--- config.mk ---
export PLATFORM = sky130hd
export DESIGN_NAME = nv_clk_en_ctrl_flat
export DESIGN_NICKNAME = d
export VERILOG_FILES = /design/src/rtl/nv_clk_en_ctrl_pkg.sv /design/src/rtl/nv_clk_en_ctrl_if.sv /design/src/rtl/nv_sat_cnt.sv /design/src/rtl/nv_clk_en_ctrl.sv /design/src/flat_wrapper.sv
export SDC_FILE = /design/constraint.sdc
export NUM_CORES = 1
export LEC_CHECK = 0
export ABC_AREA = 1
export CORE_MARGIN = 2
export CORE_UTILIZATION = 35
export DETAILED_ROUTE_END_ITERATION = 8
export MAX_ROUTING_LAYER = met4
export PLACE_DENSITY = 0.61
export SYNTH_ARGS = -nofsm -noshare
export SYNTH_HDL_FRONTEND = slang
export SYNTH_HIERARCHICAL = 1
export SYNTH_SLANG_ARGS = --single-unit
--- constraint.sdc ---
create_clock -name clk -period 5.9 [get_ports clk]
set_input_delay 1.18 -clock clk [delete_from_list [all_inputs] [get_ports clk]]
set_output_delay 1.18 -clock clk [all_outputs]
set_load 0.1 [all_outputs]
--- src/rtl/nv_clk_en_ctrl_pkg.sv ---
// Shared definitions for the power-gating clock-enable controllers.
package nv_clk_en_ctrl_pkg;

    // Controller state encoding; the values are fixed so status decoders elsewhere agree.
    typedef enum logic [1:0] {
        RUN   = 2'd0,
        DRAIN = 2'd1,
        OFF   = 2'd2,
        WAKE  = 2'd3
    } clk_state_e;

    // Every power-gating controller leaves reset with its clock running so the
    // gated domain sees its own reset.
    localparam logic CLKEN_RESET_VAL = 1'b1;

endpackage

--- src/rtl/nv_clk_en_ctrl_if.sv ---
// Traffic, configuration and status bundle between a partition and its clock-enable controller.
interface nv_clk_en_ctrl_if #(
    parameter int IDLE_W = 8,
    parameter int CNT_W  = 16
);
    logic              busy;
    logic              req_valid;
    logic              req_ready;
    logic [IDLE_W-1:0] cfg_idle_cycles;
    logic              cfg_gate_disable;
    logic              cnt_clr;
    logic              clk_en;
    logic              gated;
    logic [CNT_W-1:0]  gate_events;

    // Partition / configuration side.
    modport master (
        output busy, req_valid, cfg_idle_cycles, cfg_gate_disable, cnt_clr,
        input  req_ready, clk_en, gated, gate_events
    );

    // Controller side.
    modport slave (
        input  busy, req_valid, cfg_idle_cycles, cfg_gate_disable, cnt_clr,
        output req_ready, clk_en, gated, gate_events
    );
endinterface

--- src/rtl/nv_sat_cnt.sv ---
// Up-counter with synchronous clear that sticks at all-ones instead of wrapping.
module nv_sat_cnt #(
    parameter int W = 8
) (
    input  logic         clk,
    input  logic         reset_,
    input  logic         inc,
    input  logic         clr,
    output logic [W-1:0] cnt
);
    logic [W-1:0] cnt_q;
    logic [W-1:0] cnt_d;

    // Next count: clear beats increment; increment stops at all-ones.
    always_comb begin
        // NOTE: default first so every path assigns cnt_d and no latch is inferred.
        cnt_d = cnt_q;
        if (clr) begin
            cnt_d = '0;
        end else if (inc && (cnt_q != '1)) begin
            cnt_d = cnt_q + W'(1);
        end
    end

    // Count register.
    always_ff @(posedge clk or negedge reset_) begin
        if (!reset_) begin
            cnt_q <= '0;
        end else begin
            // NOTE: non-blocking so every flop samples pre-edge values.
            cnt_q <= cnt_d;
        end
    end

    assign cnt = cnt_q;
endmodule

--- src/rtl/nv_clk_en_ctrl.sv ---
// Idle-detect clock-enable controller: gates a partition after a run of idle
// cycles and wakes it on new demand with a fixed hold-off before requests are accepted.
module nv_clk_en_ctrl
    import nv_clk_en_ctrl_pkg::*;
#(
    parameter int IDLE_W      = 8,
    parameter int WAKE_CYCLES = 2,
    parameter int CNT_W       = 16
) (
    input logic             clk,
    input logic             reset_,
    nv_clk_en_ctrl_if.slave bus
);
    localparam int WAKE_W = (WAKE_CYCLES < 2) ? 1 : $clog2(WAKE_CYCLES + 1);

    clk_state_e        state_q, state_d;
    logic [WAKE_W-1:0] wake_cnt_q, wake_cnt_d;
    logic              clk_en_q, req_ready_q, gated_q;

    logic [IDLE_W-1:0] idle_cnt;
    logic              idle_inc, idle_clr;
    logic              gate_inc;
    logic              idle;
    logic [IDLE_W:0]   n_eff;
    logic [IDLE_W:0]   idle_cnt_p1;

    assign idle = !bus.busy && !bus.req_valid;

    // A threshold of 0 behaves as 1; one extra bit keeps idle_cnt+1 from wrapping.
    assign n_eff       = (bus.cfg_idle_cycles == '0) ? (IDLE_W+1)'(1) : {1'b0, bus.cfg_idle_cycles};
    assign idle_cnt_p1 = {1'b0, idle_cnt} + (IDLE_W+1)'(1);

    // Next-state and counter-control decode.
    always_comb begin
        state_d    = state_q;
        wake_cnt_d = wake_cnt_q;
        idle_inc   = 1'b0;
        case (state_q)
            RUN: begin
                if (!bus.cfg_gate_disable && idle) begin
                    if (n_eff == (IDLE_W+1)'(1)) begin
                        state_d = OFF;
                    end else begin
                        state_d  = DRAIN;
                        idle_inc = 1'b1;
                    end
                end
            end
            DRAIN: begin
                if (!idle || bus.cfg_gate_disable) begin
                    state_d = RUN;
                end else if (idle_cnt_p1 >= n_eff) begin
                    state_d = OFF;
                end else begin
                    idle_inc = 1'b1;
                end
            end
            OFF: begin
                if (bus.req_valid || bus.busy || bus.cfg_gate_disable) begin
                    if (WAKE_CYCLES == 0) begin
                        state_d = RUN;
                    end else begin
                        state_d    = WAKE;
                        wake_cnt_d = WAKE_W'(1);
                    end
                end
            end
            WAKE: begin
                if (wake_cnt_q == WAKE_W'(WAKE_CYCLES)) begin
                    state_d = RUN;
                end else begin
                    wake_cnt_d = wake_cnt_q + WAKE_W'(1);
                end
            end
            default: state_d = RUN;
        endcase
    end

    // idle_cnt is zero outside DRAIN, so entering DRAIN with an increment lands on 1.
    assign idle_clr = (state_d != DRAIN);
    assign gate_inc = (state_d == OFF) && (state_q != OFF);

    // State and registered outputs; outputs are decoded from the next state so they
    // change on the same edge as the state and clk_en has no path from any input.
    always_ff @(posedge clk or negedge reset_) begin
        if (!reset_) begin
            state_q     <= RUN;
            wake_cnt_q  <= '0;
            clk_en_q    <= CLKEN_RESET_VAL;
            req_ready_q <= 1'b1;
            gated_q     <= 1'b0;
        end else begin
            state_q     <= state_d;
            wake_cnt_q  <= wake_cnt_d;
            clk_en_q    <= (state_d != OFF);
            req_ready_q <= (state_d == RUN) || (state_d == DRAIN);
            gated_q     <= (state_d == OFF);
        end
    end

    nv_sat_cnt #(.W(IDLE_W)) u_idle_cnt (
        .clk    (clk),
        .reset_ (reset_),
        .inc    (idle_inc),
        .clr    (idle_clr),
        .cnt    (idle_cnt)
    );

    nv_sat_cnt #(.W(CNT_W)) u_gate_events (
        .clk    (clk),
        .reset_ (reset_),
        .inc    (gate_inc),
        .clr    (bus.cnt_clr),
        .cnt    (bus.gate_events)
    );

    assign bus.clk_en    = clk_en_q;
    assign bus.req_ready = req_ready_q;
    assign bus.gated     = gated_q;

`ifndef SYNTHESIS
    a_clk_en_known: assert property (@(posedge clk) disable iff (!reset_) !$isunknown(clk_en_q));
    a_inputs_known: assert property (@(posedge clk) disable iff (!reset_)
        !$isunknown({bus.busy, bus.req_valid, bus.cfg_gate_disable}));
    a_no_ready_gated: assert property (@(posedge clk) disable iff (!reset_)
        !(req_ready_q && ((state_q == OFF) || (state_q == WAKE))));
`endif
endmodule

--- src/flat_wrapper.sv ---
// flat-port wrapper written by rule: the top's interface ports become plain ports
module nv_clk_en_ctrl_flat import nv_clk_en_ctrl_pkg::*;
#(
    parameter int IDLE_W      = 8,
    parameter int WAKE_CYCLES = 2,
    parameter int CNT_W       = 16
)
  (clk, reset_, bus_busy, bus_req_valid, bus_cfg_idle_cycles, bus_cfg_gate_disable, bus_cnt_clr, bus_req_ready, bus_clk_en, bus_gated, bus_gate_events);
  nv_clk_en_ctrl_if #(.IDLE_W(IDLE_W), .CNT_W(CNT_W)) bus_i ();
  input logic clk;
  input logic reset_;
  input wire logic [$bits(bus_i.busy)-1:0] bus_busy;
  input wire logic [$bits(bus_i.req_valid)-1:0] bus_req_valid;
  input wire logic [$bits(bus_i.cfg_idle_cycles)-1:0] bus_cfg_idle_cycles;
  input wire logic [$bits(bus_i.cfg_gate_disable)-1:0] bus_cfg_gate_disable;
  input wire logic [$bits(bus_i.cnt_clr)-1:0] bus_cnt_clr;
  output wire logic [$bits(bus_i.req_ready)-1:0] bus_req_ready;
  output wire logic [$bits(bus_i.clk_en)-1:0] bus_clk_en;
  output wire logic [$bits(bus_i.gated)-1:0] bus_gated;
  output wire logic [$bits(bus_i.gate_events)-1:0] bus_gate_events;
  assign bus_i.busy = bus_busy;
  assign bus_i.req_valid = bus_req_valid;
  assign bus_i.cfg_idle_cycles = bus_cfg_idle_cycles;
  assign bus_i.cfg_gate_disable = bus_cfg_gate_disable;
  assign bus_i.cnt_clr = bus_cnt_clr;
  assign bus_req_ready = bus_i.req_ready;
  assign bus_clk_en = bus_i.clk_en;
  assign bus_gated = bus_i.gated;
  assign bus_gate_events = bus_i.gate_events;
  nv_clk_en_ctrl #(.IDLE_W(IDLE_W), .WAKE_CYCLES(WAKE_CYCLES), .CNT_W(CNT_W)) u_core (.clk(clk), .reset_(reset_), .bus(bus_i));
endmodule
=== Word-level counts from Yosys, hierarchy flattened ===
Cells that the tools add are included.

* $add $sub $neg: 4
* Magnitude comparators: 1
* Muxes and demuxes: 20
* Equal/unequal tests: 14
* Reduce and logical (&&, ||, !) cells: 20

{| class="wikitable"
|+ Operator list
! cell !! count
|-
| 16-bit two-way mux || 2
|-
| 8-bit two-way mux || 3
|-
| 16-bit by 1-bit adder with 16-bit output, second input constant || 1
|-
| 2-bit two-way mux || 8
|-
| 16-bit != test, second input constant || 1
|-
| 8-bit by 1-bit adder with 9-bit output, second input constant || 1
|-
| 9-bit by 1-bit equality test with 1-bit output, second input constant || 1
|-
| 9-bit >= comparator || 1
|-
| 8-bit by 1-bit adder with 8-bit output, second input constant || 1
|-
| 2-bit equality test, second input constant || 4
|-
| 8-bit zero test || 1
|-
| 8-bit != test, second input constant || 1
|-
| 2-bit one-hot mux with 4 select lines || 1
|-
| 2-bit != test, second input constant || 3
|-
| 2-bit nonzero test || 3
|-
| 1-bit logical AND || 5
|-
| 2-bit by 1-bit equality test with 1-bit output, second input constant || 2
|-
| 1-bit zero test || 4
|-
| 2-bit zero test || 2
|-
| 1-bit logical OR || 4
|-
| 1-bit two-way mux || 4
|-
| 2-bit by 1-bit != test with 1-bit output, second input constant || 2
|-
| 2-bit one-hot mux with 2 select lines || 1
|-
| 3-bit AND reduction || 1
|-
| 2 further kinds || 2
|}

* Flip-flop bits (word level): 31
* Output and inout bits: 19
* Word-level logic and storage cells: 66
* Input port bits: 14

=== Logic depth before layout (Yosys ltp) ===
* Word-level depth: 11
* Gate-level depth with buffers: 23
* Depth with buffers taken out: 22

=== Modules after synthesis ===
The synthesis kept the hierarchy.

{| class="wikitable"
|+ By module, submodules not included
! module !! area each (µm²) !! seq. area each (µm²) !! times used !! cells an instance
|-
| nv_sat_cnt at u_core.u_gate_events || 1,037.2 || 400.4 || 1 || 144
|-
| nv_clk_en_ctrl || 740.7 || 177.7 || 1 || 95
|-
| nv_sat_cnt at u_core.u_idle_cnt || 511.7 || 200.2 || 1 || 74
|}

=== Worst setup path before layout ===
No wires, ideal clock.

* Kind: in2reg
* From: input port bus_cfg_idle_cycles[5]
* To: register u_core.u_gate_events.cnt_q[7] (netlist: u_core/u_gate_events/cnt[7])
* Cell stages on the path: 22
* Data required time: 5.833 ns
* Setup slack: 2.608 ns
* Buffers on the path: 1
* Setup time: 0.067 ns
* Data arrival time: 3.225 ns
* Cells stage by stage: inv_1 > nand4_1 > nor2_1 > or2_2 > ha_1 > inv_1 > nand2_1 > nand2_1 > nand3_1 > nand2_1 > nand2_1 > nand2_2 > nand2_1 > nand2_1 > nand2_2 > nand2_4 > nor3_2 > inv_1 > nor2_1 > buf_2 > nand4_1 > nand2_1

* Cells in the longest elaborated chain, start to end: 10
* Elaborated cells between the ends (all ways): 13
* Classes of those cells: order compare (1); eq/ne (2); mux (6); reduce/logical (4)

{| class="wikitable"
|+ RTL lines
! what !! RTL line !! source
|-
| start: declaration || flat_wrapper.sv:14 || <nowiki>input wire logic [$bits(bus_i.cfg_idle_cycles)-1:0] bus_cfg_idle_cycles;</nowiki>
|-
| 8-bit zero test || nv_clk_en_ctrl.sv:30 || <nowiki>assign n_eff = (bus.cfg_idle_cycles == '0) ? (IDLE_W+1)'(1) : {1'b0, bus.cfg_idle_cycles};</nowiki>
|-
| 8-bit two-way mux * || nv_clk_en_ctrl.sv:30 ||
|-
| 9-bit >= comparator / 9-bit by 1-bit equality test with 1-bit output (equally long branches) || nv_clk_en_ctrl.sv:52, nv_clk_en_ctrl.sv:41 ||
|-
| 2-bit two-way mux (on tied branches) || nv_clk_en_ctrl.sv:52, nv_clk_en_ctrl.sv:41 ||
|-
| 2-bit two-way mux (on tied branches) || nv_clk_en_ctrl.sv:50, nv_clk_en_ctrl.sv:40 ||
|-
| 2-bit one-hot mux with 4 select lines * || nv_clk_en_ctrl.sv:38 || <nowiki>case (state_q)</nowiki>
|-
| 2-bit equality test * || nv_clk_en_ctrl.sv:81 || <nowiki>assign gate_inc = (state_d == OFF) && (state_q != OFF);</nowiki>
|-
| 1-bit logical AND * || nv_clk_en_ctrl.sv:81 ||
|-
| named net u_core.gate_inc || nv_clk_en_ctrl.sv:22 || <nowiki>logic gate_inc;</nowiki>
|-
| 1-bit logical AND * || nv_sat_cnt.sv:20 || <nowiki>end else if (inc && (cnt_q != '1)) begin</nowiki>
|-
| 2-bit nonzero test (no line) * || -- ||
|-
| end signal: assignment || nv_sat_cnt.sv:31 || <nowiki>cnt_q <= cnt_d;</nowiki>
|-
| end: declaration || nv_sat_cnt.sv:11 || <nowiki>logic [W-1:0] cnt_q;</nowiki>
|}

Mark *: on every way through the listed nets, which the timed path passes. The rest lies on a longest branch.
A chain may end at the register's enable or synchronous reset.

=== Final worst setup path ===
* From: input port bus_cfg_idle_cycles[5]
* To: register u_core.u_gate_events.cnt_q[8] (netlist: u_core/u_gate_events/cnt[8])

The elaborated chain is that of the path after synthesis.

==> flow_summary_export.csv <==
group,metric,value,unit
outcome,status,"finished, final reports clean",
min_path,hp-class,"register to register",
critical_path,cpMostUsedCell,"nand2_1",
critical_path,worstSetupPathType,"primary input to register",
finish,seq_area,778,um^2
min_path,worstHoldPathCells,2,
global_routing,grt_pass1_vias,1955,
cts,postCtsHoldBufs,0,
synthesis,synthFlopType,"dfrtp_1",
critical_path,crit_buf_inv,4,
synthesis,synth_edf_count,0,
timing,rsz0062_at_grt,"false",
finish,fin_nets,376,
floorplan,core_area,6350,um^2
synthesis,syn-cell-area,2290,um^2
timing,maxSlewViolCount,0,
placed_design,port_buffers,32,
critical_path,cp_cell_sequence,"clkdlybuf4s50_1 -> inv_1 -> nand4_1 -> nor2_1 -> or2_2 -> ha_1 -> inv_1 -> nand2_1 -> nand2_1 -> nand3_1 -> nand2_1 -> nand2_1 -> nand2_2 -> nand2_1 -> nand2_1 -> nand2_2 -> nand2_4 -> nor3_2 -> inv_1 -> nor2_1 -> nand4_1 -> nand2_1",
finish,multi_input_area,1310,um^2
synthesis,synth.avg_cell_area,7.32,um^2
critical_path,critPathMaxStageDelay,660,ps
synthesis,synth.most_common_cell,"nand2_1",
critical_path,startpoint,"bus_cfg_idle_cycles[5]",
flow_run,cap_violations,0,
pwr,p_leak,1.34,nW
pwr,ir_drop,0.165,mV
timing,clock-skew-final,6.28,ps
critical_path,worstReg2RegStart,"u_core/u_idle_cnt/cnt[0]",
cts,post_cts_buffers,0,
cts,cts.path.max_buffers,2,
cts,cts_tree,"yes",
critical_path,end_kind,"register",
finish,fill_cells,640,
floorplan,die_w,84.9,um
detailed_routing,drt_wl_total,4990,um
detailed_routing,detail-route-antenna-nets,0,
cts,clk_latency,290,ps
synthesis,synthesis.nets,339,
synthesis,synth-seq-area-share,34.0,%
synthesis,async_reset_ff_share,100,%
cts,cts_inserted_buffers,5,
timing,fin_ws,1880,ps
finish,drive_gt1_share,12.8,%
floorplan,die_y,84.9,um
min_path,min_from,"u_core/wake_cnt_q[1]",
cts,cts_resized,0,
critical_path,worst_ep_required_time,6120,ps
global_routing,grt_pass1_wl,8880,um
detailed_routing,vias_per_cell,4.82,
timing,finalSetupViolations,0,
cts,htree_levels,2,
timing,fmaxAchievable,0.249,GHz
synthesis,synth_area_leaders,"dfrtp_1 (32%), nand2_1 (16%), ha_1 (6.6%), inv_1 (6.6%), nand3_1 (5.5%)",
synthesis,yosys.area.top_type,"dfrtp_1",
detailed_routing,wl_per_cell,11.6,um
timing,min_period,4020,ps
synthesis,ys_ff_latch,31,
timing,worstMarginPinSlew,978,ps
cts,clock_sinks,31,
synthesis,synthTopCellsByCount,"nand2_1 (100), inv_1 (40), dfrtp_1 (29)",
critical_path,crit_path_start_kind,"primary input",
floorplan,start_util,36.1,%
floorplan,num_rows,29,
synthesis,synthDistinctLibCells,35,
global_routing,grt_max_degree,32,
timing,hold_violations,0,
global_routing,antenna_found_initial,0,
timing,finalCritPeriodShare,68.1,%
placed_design,dp_slack,1590,ps
pwr,p_per_area,281,nW/um^2
timing,holdWs,493,ps
critical_path,reg2reg_depth,20,
finish,antenna_cells,0,
cts,clockRootBuffer,"clkbuf_8",
floorplan,pin_count,33,
timing,setup_tns,0,ps
cts,clk_pin_slew,70,ps
detailed_routing,drt_iter0_drc,145,
detailed_routing,num_vias,2062,
critical_path,crit_fanout,13,
synthesis,synthCells,313,
floorplan,dieArea,7200,um^2
timing,slew_headroom,34.6,%
detailed_routing,dr.pass1.iters,4,
global_routing,grtUsageTotal,15.4,%
critical_path,worst_path_max_delay_cell,"nor2_1",
detailed_routing,drcViolationCount,0,
synthesis,yosys_warnings,6,
min_path,hold_end,"u_core/wake_cnt_q[1]",
finish,syn2layout_area_growth,20.9,%
critical_path,r2r_slack,2570,ps
global_routing,grt_overflow,0,
placed_design,dpl.hpwl,3640,um
placed_design,gp_congestion,0.844,
synthesis,synth_top_area_share,31.7,%
critical_path,critPathArrivalTime,4240,ps
critical_path,r2r_end,"u_core/u_gate_events/cnt[8]",
critical_path,crit_family,"simple AND/OR/NAND/NOR gates",
## registers in the layout (all words and copies together), names as in the netlist
register,flops
u_core/u_gate_events/cnt,16
u_core/u_idle_cnt/cnt,8
u_core/state_q,2
u_core/wake_cnt_q,2
u_core/bus.clk_en,1
u_core/bus.gated,1
u_core/bus.req_ready,1
## cell families after synthesis
family	after synthesis	synth area share, %
compound gates	22	6.50
flops	31	34.0
fa+ha+maj	12	6.56
xor+xnor	11	4.21
simple gates	189	39.8
buf+inv	48	8.96
## layout make-up
cell class | count | area share, %
Clock inverter | 3 | 0.542
Timing Repair Buffer | 33 | 11.8
Sequential cell | 31 | 28.1
Tap cell | 77 | 3.48
Multi-Input combinational cell | 234 | 47.2
Clock buffer | 5 | 2.49
Inverter | 45 | 6.37
## layout by cell type (no fill, tap or decap), types with 2 or more instances in the layout
master and count:
a21oi_1 8, a21oi_2 2, clkbuf_8 5, clkdlybuf4s50_1 32
clkinv_2 3, dfrtp_1 29, dfstp_2 2, ha_1 12
inv_1 40, inv_2 3, nand2_1 100, nand2_2 6
nand2_4 4, nand3_1 25, nand3_2 2, nand4_1 10
nor2_1 25, nor2_2 3, nor2_4 3, nor3_1 4
nor3_2 2, o21ai_0 4, o21bai_1 4, or2_2 2
xnor2_1 4, xor2_1 7
## worst max-delay path by stage
stage	to	slack [ps]	depth (start not counted)
2_1_floorplan	u_core/u_gate_events/cnt[7]	2610	22
3_3_place_gp	u_core/u_gate_events/cnt[8]	1650	22
3_5_place_dp	u_core/u_gate_events/cnt[0]	1590	22
4_1_cts	u_core/u_gate_events/cnt[0]	1860	22
5_1_grt	u_core/u_gate_events/cnt[7]	1510	22
6_report	u_core/u_gate_events/cnt[8]	1880	22
## report_power, final
| group | internal (mW) | switching, mW | total [mW] |
|---|---|---|---|
| sequential | 0.246 | 0.0219 | 0.268 |
| combinational | 0.0938 | 0.254 | 0.348 |
| clock | 0.0805 | 0.0810 | 0.161 |
| total | 0.420 | 0.357 | 0.778 |
## metrics by stage
step                      area [um^2]  power, mW  utilization [%]  std cells
final                            2770      0.778             43.6        428
after global routing             2770      0.829             43.6        428
after CTS                        2770      0.787             43.6        428
after detailed placement         2690      0.621             42.3        420
after global placement           2690      0.617             42.3        420
after floorplan                  2290      0.555                -        313
## worst min-delay path: cells and delay by family, from the launching register on
family / cells / cell delay (ps)
compound gates: 1 / 60
simple gates: 1 / 60
flops: 1 / 340
## metal layers
layer | vias up | wire length, um | GRT usage (%)
li1 | 1066 | - | -
met1 | 938 | 2540 | 21.5
met2 | 52 | 2150 | 22.8
met3 | 6 | 241 | 3.31
met4 | 0 | 61 | 4.04
met5 | - | 0 | -
(Power assumes the default switching activity.)
